### config.mk
export PLATFORM = sky130hd
export DESIGN_NAME = ppu_pixel_mux
export DESIGN_NICKNAME = d
export VERILOG_FILES = /design/src/rtl/ppu_pkg.sv /design/src/rtl/nes_system_palette_lut.sv /design/src/rtl/ppu_pixel_mux.sv
export SDC_FILE = /design/constraint.sdc
export NUM_CORES = 1
export LEC_CHECK = 0
export ABC_AREA = 1
export BUFFER_PORTS_ARGS = -buffer_cell sky130_fd_sc_hd__buf_2
export CORE_MARGIN = 1
export CORE_UTILIZATION = 46
export DETAILED_ROUTE_END_ITERATION = 8
export PLACE_DENSITY = 0.71
export SYNTH_ARGS = -nofsm -noshare
export SYNTH_HDL_FRONTEND = slang
export SYNTH_HIERARCHICAL = 1
export SYNTH_SLANG_ARGS = --single-unit
### constraint.sdc
create_clock -name clk -period 5.85 [get_ports clk]
set_input_delay 1.17 -clock clk [delete_from_list [all_inputs] [get_ports clk]]
set_output_delay 1.17 -clock clk [all_outputs]
set_load 0.01 [all_outputs]
### src/rtl/ppu_pkg.sv
// Shared types, PPUMASK bit positions and the NES 2C02 system palette for the pixel output stage.
// Latency: n/a (package only).
// Backpressure: n/a.
package ppu_pkg;

    typedef logic [4:0] pal_addr_t;   // frame-palette RAM address
    typedef logic [5:0] nes_color_t;  // system colour index held in palette RAM

    // Palette entries are stored at 8 bits per channel; the pixel stage keeps the top RGB_W bits.
    typedef struct packed {
        logic [7:0] r;
        logic [7:0] g;
        logic [7:0] b;
    } rgb_t;

    localparam int MASK_GREY     = 0;
    localparam int MASK_BG_LEFT  = 1;
    localparam int MASK_SPR_LEFT = 2;
    localparam int MASK_SHOW_BG  = 3;
    localparam int MASK_SHOW_SPR = 4;
    localparam int MASK_EMPH_R   = 5;
    localparam int MASK_EMPH_G   = 6;
    localparam int MASK_EMPH_B   = 7;

    localparam logic [23:0] NES_SYSTEM_PALETTE [64] = '{
        24'h7C7C7C, 24'h0000FC, 24'h0000BC, 24'h4428BC, 24'h940084, 24'hA80020, 24'hA81000, 24'h881400,
        24'h503000, 24'h007800, 24'h006800, 24'h005800, 24'h004058, 24'h000000, 24'h000000, 24'h000000,
        24'hBCBCBC, 24'h0078F8, 24'h0058F8, 24'h6844FC, 24'hD800CC, 24'hE40058, 24'hF83800, 24'hE45C10,
        24'hAC7C00, 24'h00B800, 24'h00A800, 24'h00A844, 24'h008888, 24'h000000, 24'h000000, 24'h000000,
        24'hF8F8F8, 24'h3CBCFC, 24'h6888FC, 24'h9878F8, 24'hF878F8, 24'hF85898, 24'hF87858, 24'hFCA044,
        24'hF8B800, 24'hB8F818, 24'h58D854, 24'h58F898, 24'h00E8D8, 24'h787878, 24'h000000, 24'h000000,
        24'hFCFCFC, 24'hA4E4FC, 24'hB8B8F8, 24'hD8B8F8, 24'hF8B8F8, 24'hF8A4C0, 24'hF0D0B0, 24'hFCE0A8,
        24'hF8D878, 24'hD8F878, 24'hB8F8B8, 24'hB8F8D8, 24'h00FCFC, 24'hF8D8F8, 24'h000000, 24'h000000
    };

    // A layer pixel is opaque when the layer is shown, its pattern is non-zero and it is not in a masked left column.
    function automatic logic pix_opaque(input logic show, input logic [1:0] pattern,
                                        input logic in_clip, input logic left_en);
        return show & (pattern != 2'b00) & ~(in_clip & ~left_en);
    endfunction

endpackage

### src/rtl/nes_system_palette_lut.sv
// Combinational ROM mapping a 6-bit NES colour index to 8-bit-per-channel RGB.
// Latency: 0 cycles (pure combinational).
// Backpressure: none.
module nes_system_palette_lut
    import ppu_pkg::*;
(
    input  nes_color_t idx,
    output rgb_t       rgb
);

    assign rgb = rgb_t'(NES_SYSTEM_PALETTE[idx]);

endmodule

### src/rtl/ppu_pixel_mux.sv
// Final PPU pixel stage: bg/sprite priority and clipping, palette render-port read, colour-to-RGB mapping.
// Latency: 3 clock edges from pix_valid to rgb_valid; one pixel per cycle sustained.
// Backpressure: none; optional PPU_EMPHASIS_EN enables PPUMASK colour emphasis dimming.
module ppu_pixel_mux
    import ppu_pkg::*;
#(
    parameter int RGB_W        = 4,
    parameter int LEFT_CLIP_PX = 8
) (
    input  logic               clk,
    input  logic               reset_n,
    input  logic               pix_valid,
    input  logic [7:0]         pix_x,
    input  logic [7:0]         pix_y,
    input  logic [3:0]         bg_pixel,
    input  logic [3:0]         spr_pixel,
    input  logic               spr_behind,
    input  logic               spr_is_zero,
    input  logic [7:0]         mask,
    input  logic               sp0_clear,
    output logic [4:0]         render_addr,
    output logic               render_rden,
    input  logic [7:0]         render_data,
    output logic [3*RGB_W-1:0] rgb_out,
    output logic               rgb_valid,
    output logic [7:0]         out_x,
    output logic [7:0]         out_y,
    output logic               sprite0_hit
);

    localparam logic [7:0] CLIP_X = 8'(LEFT_CLIP_PX);

    logic       in_clip;
    logic       bg_opaque;
    logic       spr_opaque;
    pal_addr_t  sel_addr;

    logic       s1_vld, s2_vld;
    logic [7:0] s1_x, s1_y, s2_x, s2_y;
    logic       s1_grey, s2_grey;

    nes_color_t       lut_idx;
    rgb_t             lut_rgb;
    logic [RGB_W-1:0] ch_r, ch_g, ch_b;
    logic [RGB_W-1:0] fin_r, fin_g, fin_b;

    assign in_clip    = pix_x < CLIP_X;
    assign bg_opaque  = pix_opaque(mask[MASK_SHOW_BG], bg_pixel[1:0], in_clip, mask[MASK_BG_LEFT]);
    assign spr_opaque = pix_opaque(mask[MASK_SHOW_SPR], spr_pixel[1:0], in_clip, mask[MASK_SPR_LEFT]);

    // Priority select: sprite wins unless it is behind an opaque background; nothing opaque reads the backdrop.
    always_comb begin
        sel_addr = 5'h00;
        if (spr_opaque && (!bg_opaque || !spr_behind)) begin
            sel_addr = {1'b1, spr_pixel};
        end else if (bg_opaque) begin
            sel_addr = {1'b0, bg_pixel};
        end
    end

    // S1: launch the palette read and capture the pixel's sideband; address holds across idle cycles.
    always_ff @(posedge clk or negedge reset_n) begin
        if (!reset_n) begin
            render_addr <= 5'h00;
            render_rden <= 1'b0;
            s1_vld      <= 1'b0;
            s1_x        <= 8'h00;
            s1_y        <= 8'h00;
            s1_grey     <= 1'b0;
        end else begin
            render_rden <= pix_valid;
            s1_vld      <= pix_valid;
            if (pix_valid) begin
                render_addr <= sel_addr;
                s1_x        <= pix_x;
                s1_y        <= pix_y;
                s1_grey     <= mask[MASK_GREY];
            end
        end
    end

    // Sticky sprite-0 hit; a clear in the same cycle as a new hit takes precedence. Column 255 never hits.
    always_ff @(posedge clk or negedge reset_n) begin
        if (!reset_n) begin
            sprite0_hit <= 1'b0;
        end else if (sp0_clear) begin
            sprite0_hit <= 1'b0;
        end else if (pix_valid && bg_opaque && spr_opaque && spr_is_zero && (pix_x != 8'hFF)) begin
            sprite0_hit <= 1'b1;
        end
    end

    // S2: sideband waits one cycle while the palette RAM performs its read.
    always_ff @(posedge clk or negedge reset_n) begin
        if (!reset_n) begin
            s2_vld  <= 1'b0;
            s2_x    <= 8'h00;
            s2_y    <= 8'h00;
            s2_grey <= 1'b0;
        end else begin
            s2_vld  <= s1_vld;
            s2_x    <= s1_x;
            s2_y    <= s1_y;
            s2_grey <= s1_grey;
        end
    end

    // Greyscale keeps only the luma row of the colour index; palette bits 7:6 are not part of the colour.
    assign lut_idx = render_data[5:0] & (s2_grey ? 6'h30 : 6'h3F);

    nes_system_palette_lut u_lut (
        .idx (lut_idx),
        .rgb (lut_rgb)
    );

    assign ch_r = lut_rgb.r[7 -: RGB_W];
    assign ch_g = lut_rgb.g[7 -: RGB_W];
    assign ch_b = lut_rgb.b[7 -: RGB_W];

    logic unused_bits;
    assign unused_bits = ^{render_data[7:6], lut_rgb};

`ifdef PPU_EMPHASIS_EN
    logic [2:0] s1_emph, s2_emph;

    function automatic logic [RGB_W-1:0] dim(input logic [RGB_W-1:0] c);
        return c - (c >> 2);
    endfunction

    // Emphasis bits travel with the pixel so a mid-line PPUMASK write affects only later pixels.
    always_ff @(posedge clk or negedge reset_n) begin
        if (!reset_n) begin
            s1_emph <= 3'b000;
            s2_emph <= 3'b000;
        end else begin
            if (pix_valid) begin
                s1_emph <= mask[MASK_EMPH_B:MASK_EMPH_R];
            end
            s2_emph <= s1_emph;
        end
    end

    // With any emphasis active, every channel not emphasised is attenuated to 3/4.
    assign fin_r = (|s2_emph && !s2_emph[0]) ? dim(ch_r) : ch_r;
    assign fin_g = (|s2_emph && !s2_emph[1]) ? dim(ch_g) : ch_g;
    assign fin_b = (|s2_emph && !s2_emph[2]) ? dim(ch_b) : ch_b;
`else
    logic unused_emph;
    assign unused_emph = ^mask[MASK_EMPH_B:MASK_EMPH_R];

    assign fin_r = ch_r;
    assign fin_g = ch_g;
    assign fin_b = ch_b;
`endif

    // S3: register the final colour with its coordinates.
    always_ff @(posedge clk or negedge reset_n) begin
        if (!reset_n) begin
            rgb_valid <= 1'b0;
            rgb_out   <= '0;
            out_x     <= 8'h00;
            out_y     <= 8'h00;
        end else begin
            rgb_valid <= s2_vld;
            if (s2_vld) begin
                rgb_out <= {fin_r, fin_g, fin_b};
                out_x   <= s2_x;
                out_y   <= s2_y;
            end
        end
    end

endmodule

After elaboration in Yosys (flattened, before gate mapping)
Memories as Yosys holds them, arrays and structs flattened. A register that Yosys moved wholly into a read port is not among the register bits.
Index checks and enable logic that the tools add are counted.

word-level totals
  bits in registers = 59
  memory bits (read-only) = 1536
  input port bits = 46
  output and inout bits = 36
  logic and storage cells = 45
  memories = 1

memories
  memory            words  bits a word  rd ports  clocked after Yosys merged registers in  write ports  line                          source
  (name not given)  64     24           1         1                                        0            nes_system_palette_lut.sv:11  assign rgb = rgb_t'(NES_SYSTEM_PALETTE[idx]);

cells by class
  order comparisons = 1
  equal/unequal tests = 1
  mux-type cells = 5
  bitwise logic cells = 12
  reduce and logical (&&, ||, !) cells = 12

operators with widths
  operator            count
  $lt 8x4->1 const B  1
  $mux 4              2
  $ne 8x8->1 const B  1
  $not 6->7           1
  $and 1x1->1         6
  $and 6x6->6         1
  $reduce_bool 2->1   3
  $logic_and 1x1->1   5
  $mux 5              1
  $not 1->1           4
  $logic_not 1->1     3
  $mux 1              2
  $logic_or 1x1->1    1

Depth between registers and ports, before layout
  depth after elaboration = 10
  mapped depth = 13
  gate-level depth less buffers = 13

Modules after synthesis
The synthesis kept the hierarchy.

by module, submodules not included
  module                  times used  cells each  area an instance (um2)
  ppu_pixel_mux           1           216         2653.8
  nes_system_palette_lut  1           293         1440.1

Least setup slack after synthesis
No wires, ideal clock.

  path type = input-to-reg
  from = input port render_data[1]
  to = register rgb_out[1]
  setup time = 0.125 ns
  arrival = 2.768 ns
  required time = 5.725 ns
  setup slack = 2.958 ns
  stages on the path = 13
  path through = inv_1 nor2_1 inv_1 ha_1 inv_1 nand2_1 nand2_2 inv_1 nor2_1 nand2_1 nand2_1 nand2_1 mux2_2

between the ends
  cells in the longest elaborated chain, start to end = 2

RTL lines
  item                             line                          source
  start, declared                  ppu_pixel_mux.sv:23           input logic [7:0] render_data,
  $and 6x6->6                      ppu_pixel_mux.sv:109          assign lut_idx = render_data[5:0] & (s2_grey ? 6'h30 : 6'h3F);
  net lut_idx[1]                   ppu_pixel_mux.sv:42           nes_color_t lut_idx;
  $not 6->7 (not written as such)  nes_system_palette_lut.sv:11
  end, declared                    ppu_pixel_mux.sv:24           output logic [3*RGB_W-1:0] rgb_out,

The timed path passes the listed nets, and every way through them passes these cells.
A chain may end at the register's enable or synchronous reset.

Worst setup path in the final report
  from = input port render_data[1]
  to = register rgb_out[7]

Same word-level chain as after synthesis.

==> run metrics <==
syn nets 500; CP Data Arrival Time 3.36 ns; cts repair resizes 0; status complete, no violations; total CTS buffers 9; PortBufs 76; Synth Cell Area 3790 um^2; largest net degree at the start of global routing 72; worst vdd ir 0.000179 V; DRC violations left 0; initial core utilization 48.2%; Lkg Pwr 2.29 nW; CP max FO 9; Diodes inserted 0; Hold Path Sink s2_x[6]$_DFF_PN0_; design area 4340 um^2; placed instance area 4150 um^2; Post-Syn Instances 444; Hold Violations, Final 0; final net count 567; Register-to-Register Path Depth 10; post-CTS setup buffers 0; Hold Startpoint s1_x[6]$_DFFE_PN0P_; max frequency 320 MHz; Placement Rows 32; fillers 786; initial antenna violation count 0; Worst-path clk slew 0.07 ns; placed cells 602; Synth-to-Final Area Change 14.7%; H-tree levels 3; die area 8600 um^2; global-route wire length before repair 14,200 um; WL per Instance 13.4 um; Crit path top cell by count inv_1; Syn Area/Cell 8.53 um^2; most common cell after layout, fill and taps aside nand2_1; worst-margin pin slew 0.869 ns; hold depth 0; synth warn 6; fin crit share 53.5%; share of layout cells above drive strength 1 27.8%; CP bufs+invs 4; vias per cell 5.03; CTS tree yes; WL final 8260 um; Relative slew margins 42.1%; Worst-Skew Late Latency 0.34 ns; Layout Cells excl Fill 617; via count 3,106; Ports 82; core area 7850 um^2; PwrDens 278 nW/um^2; CTS Sinks 71; Setup Viol. Count Final 0; gr usage total 21.1%; total gr overflow 0; Die H 92.7 um; RSZ-0062 raised after global routing no; # hold bufs at CTS 0; Startpoint Class primary input; largest delay contributor family on the critical path simple AND/OR/NAND/NOR gates; count of pins over their slew limit 0; worst path cell trace buf_2, inv_1, nor2_1, inv_1, ha_1, inv_1, nand2_1, nand2_1, nor2_1, o21ai_0, nand3_1, mux2_2; Final ANT Viol Nets 0; Setup CP Type in2reg; setup TNS 0 ns; fin crit period 3.13 ns; Critical-path top delay cell nor2_1; most frequent cells in the layout nand2_1 (155), buf_2 (76), dfrtp_1 (71), nand3_1 (44), inv_1 (30); Initial DRT Pass Iterations 7; max incr delay on CP 0.51 ns; vias in the first global route 3,080; worst flop-to-flop path endpoint rgb_out[7]$_DFFE_PN0P_; Setup crit end kind flop; Reg-to-Reg Start s2_grey$_DFF_PN0_; post-detail-place hpwl 5810 um; GP Congestion 0.908; Worst Clk Skew 0.00303 ns; FF-to-FF setup slack 3.20 ns; HP Class reg2reg; Die Width 92.7 um; Root Driver clkbuf_8; drt first-iter violations 174; Worst EP required 6.08 ns; max cap viols 0; maximum clock insertion buffer count 2
==> stage by stage <==
step	utilization, %	setup WS (ns)	total power [mW]	hold WS (ns)
finish	55.3	2.72	1.21	0.373
global placement	52.9	2.37	0.838	0.360
floorplan	-	2.98	0.751	0.349
global route	55.3	2.56	1.29	0.390
CTS	55.3	2.76	1.22	0.375
detailed placement	52.9	2.39	0.843	0.360
==> cell type report <==
class                   count  area, um^2  share of cell area [%]
flip-flops and latches     71        1780                    40.9
multi-input cells         315        1710                    39.3
well taps                 102         128                    2.94
clock buffers              12         145                    3.34
repair buffers             80         410                    9.45
inverters                  34         130                    3.00
clock inverters             3        43.8                    1.01
==> routing by layer <==
layer	GRT usage, %	vias to the layer above	wire length (um)
met2	35.3	101	3950
met4	7.05	0	104
met3	5.83	11	537
met1	26.4	1444	3660
met5	0	-	0
li1	-	1550	-
==> power breakdown <==
part           switching [mW]  internal, mW
Combinational           0.157         0.104
Sequential             0.0254         0.547
Clock                   0.170         0.207
==> state kept, by name, summed over array words and instances, names as in the netlist <==
register and cells:
s2_vld 1, render_addr 5, sprite0_hit 1, s2_y 8
s1_x 8, s1_grey 1, s1_y 8, out_y 8
s2_x 8, rgb_valid 1, s2_grey 1, rgb_out 12
s1_vld 1, out_x 8
==> worst max-delay path by stage <==
stage,startpoint,to,slack [ns],depth (start not counted)
2_1_floorplan,render_data[1],rgb_out[1]$_DFFE_PN0P_,2.98,13
3_3_place_gp,render_data[1],rgb_out[7]$_DFFE_PN0P_,2.37,12
3_5_place_dp,render_data[1],rgb_out[7]$_DFFE_PN0P_,2.39,12
4_1_cts,render_data[1],rgb_out[7]$_DFFE_PN0P_,2.76,12
5_1_grt,render_data[1],rgb_out[7]$_DFFE_PN0P_,2.56,12
6_report,render_data[1],rgb_out[7]$_DFFE_PN0P_,2.72,12
Note: power is estimated with default switching activity, not from simulation.
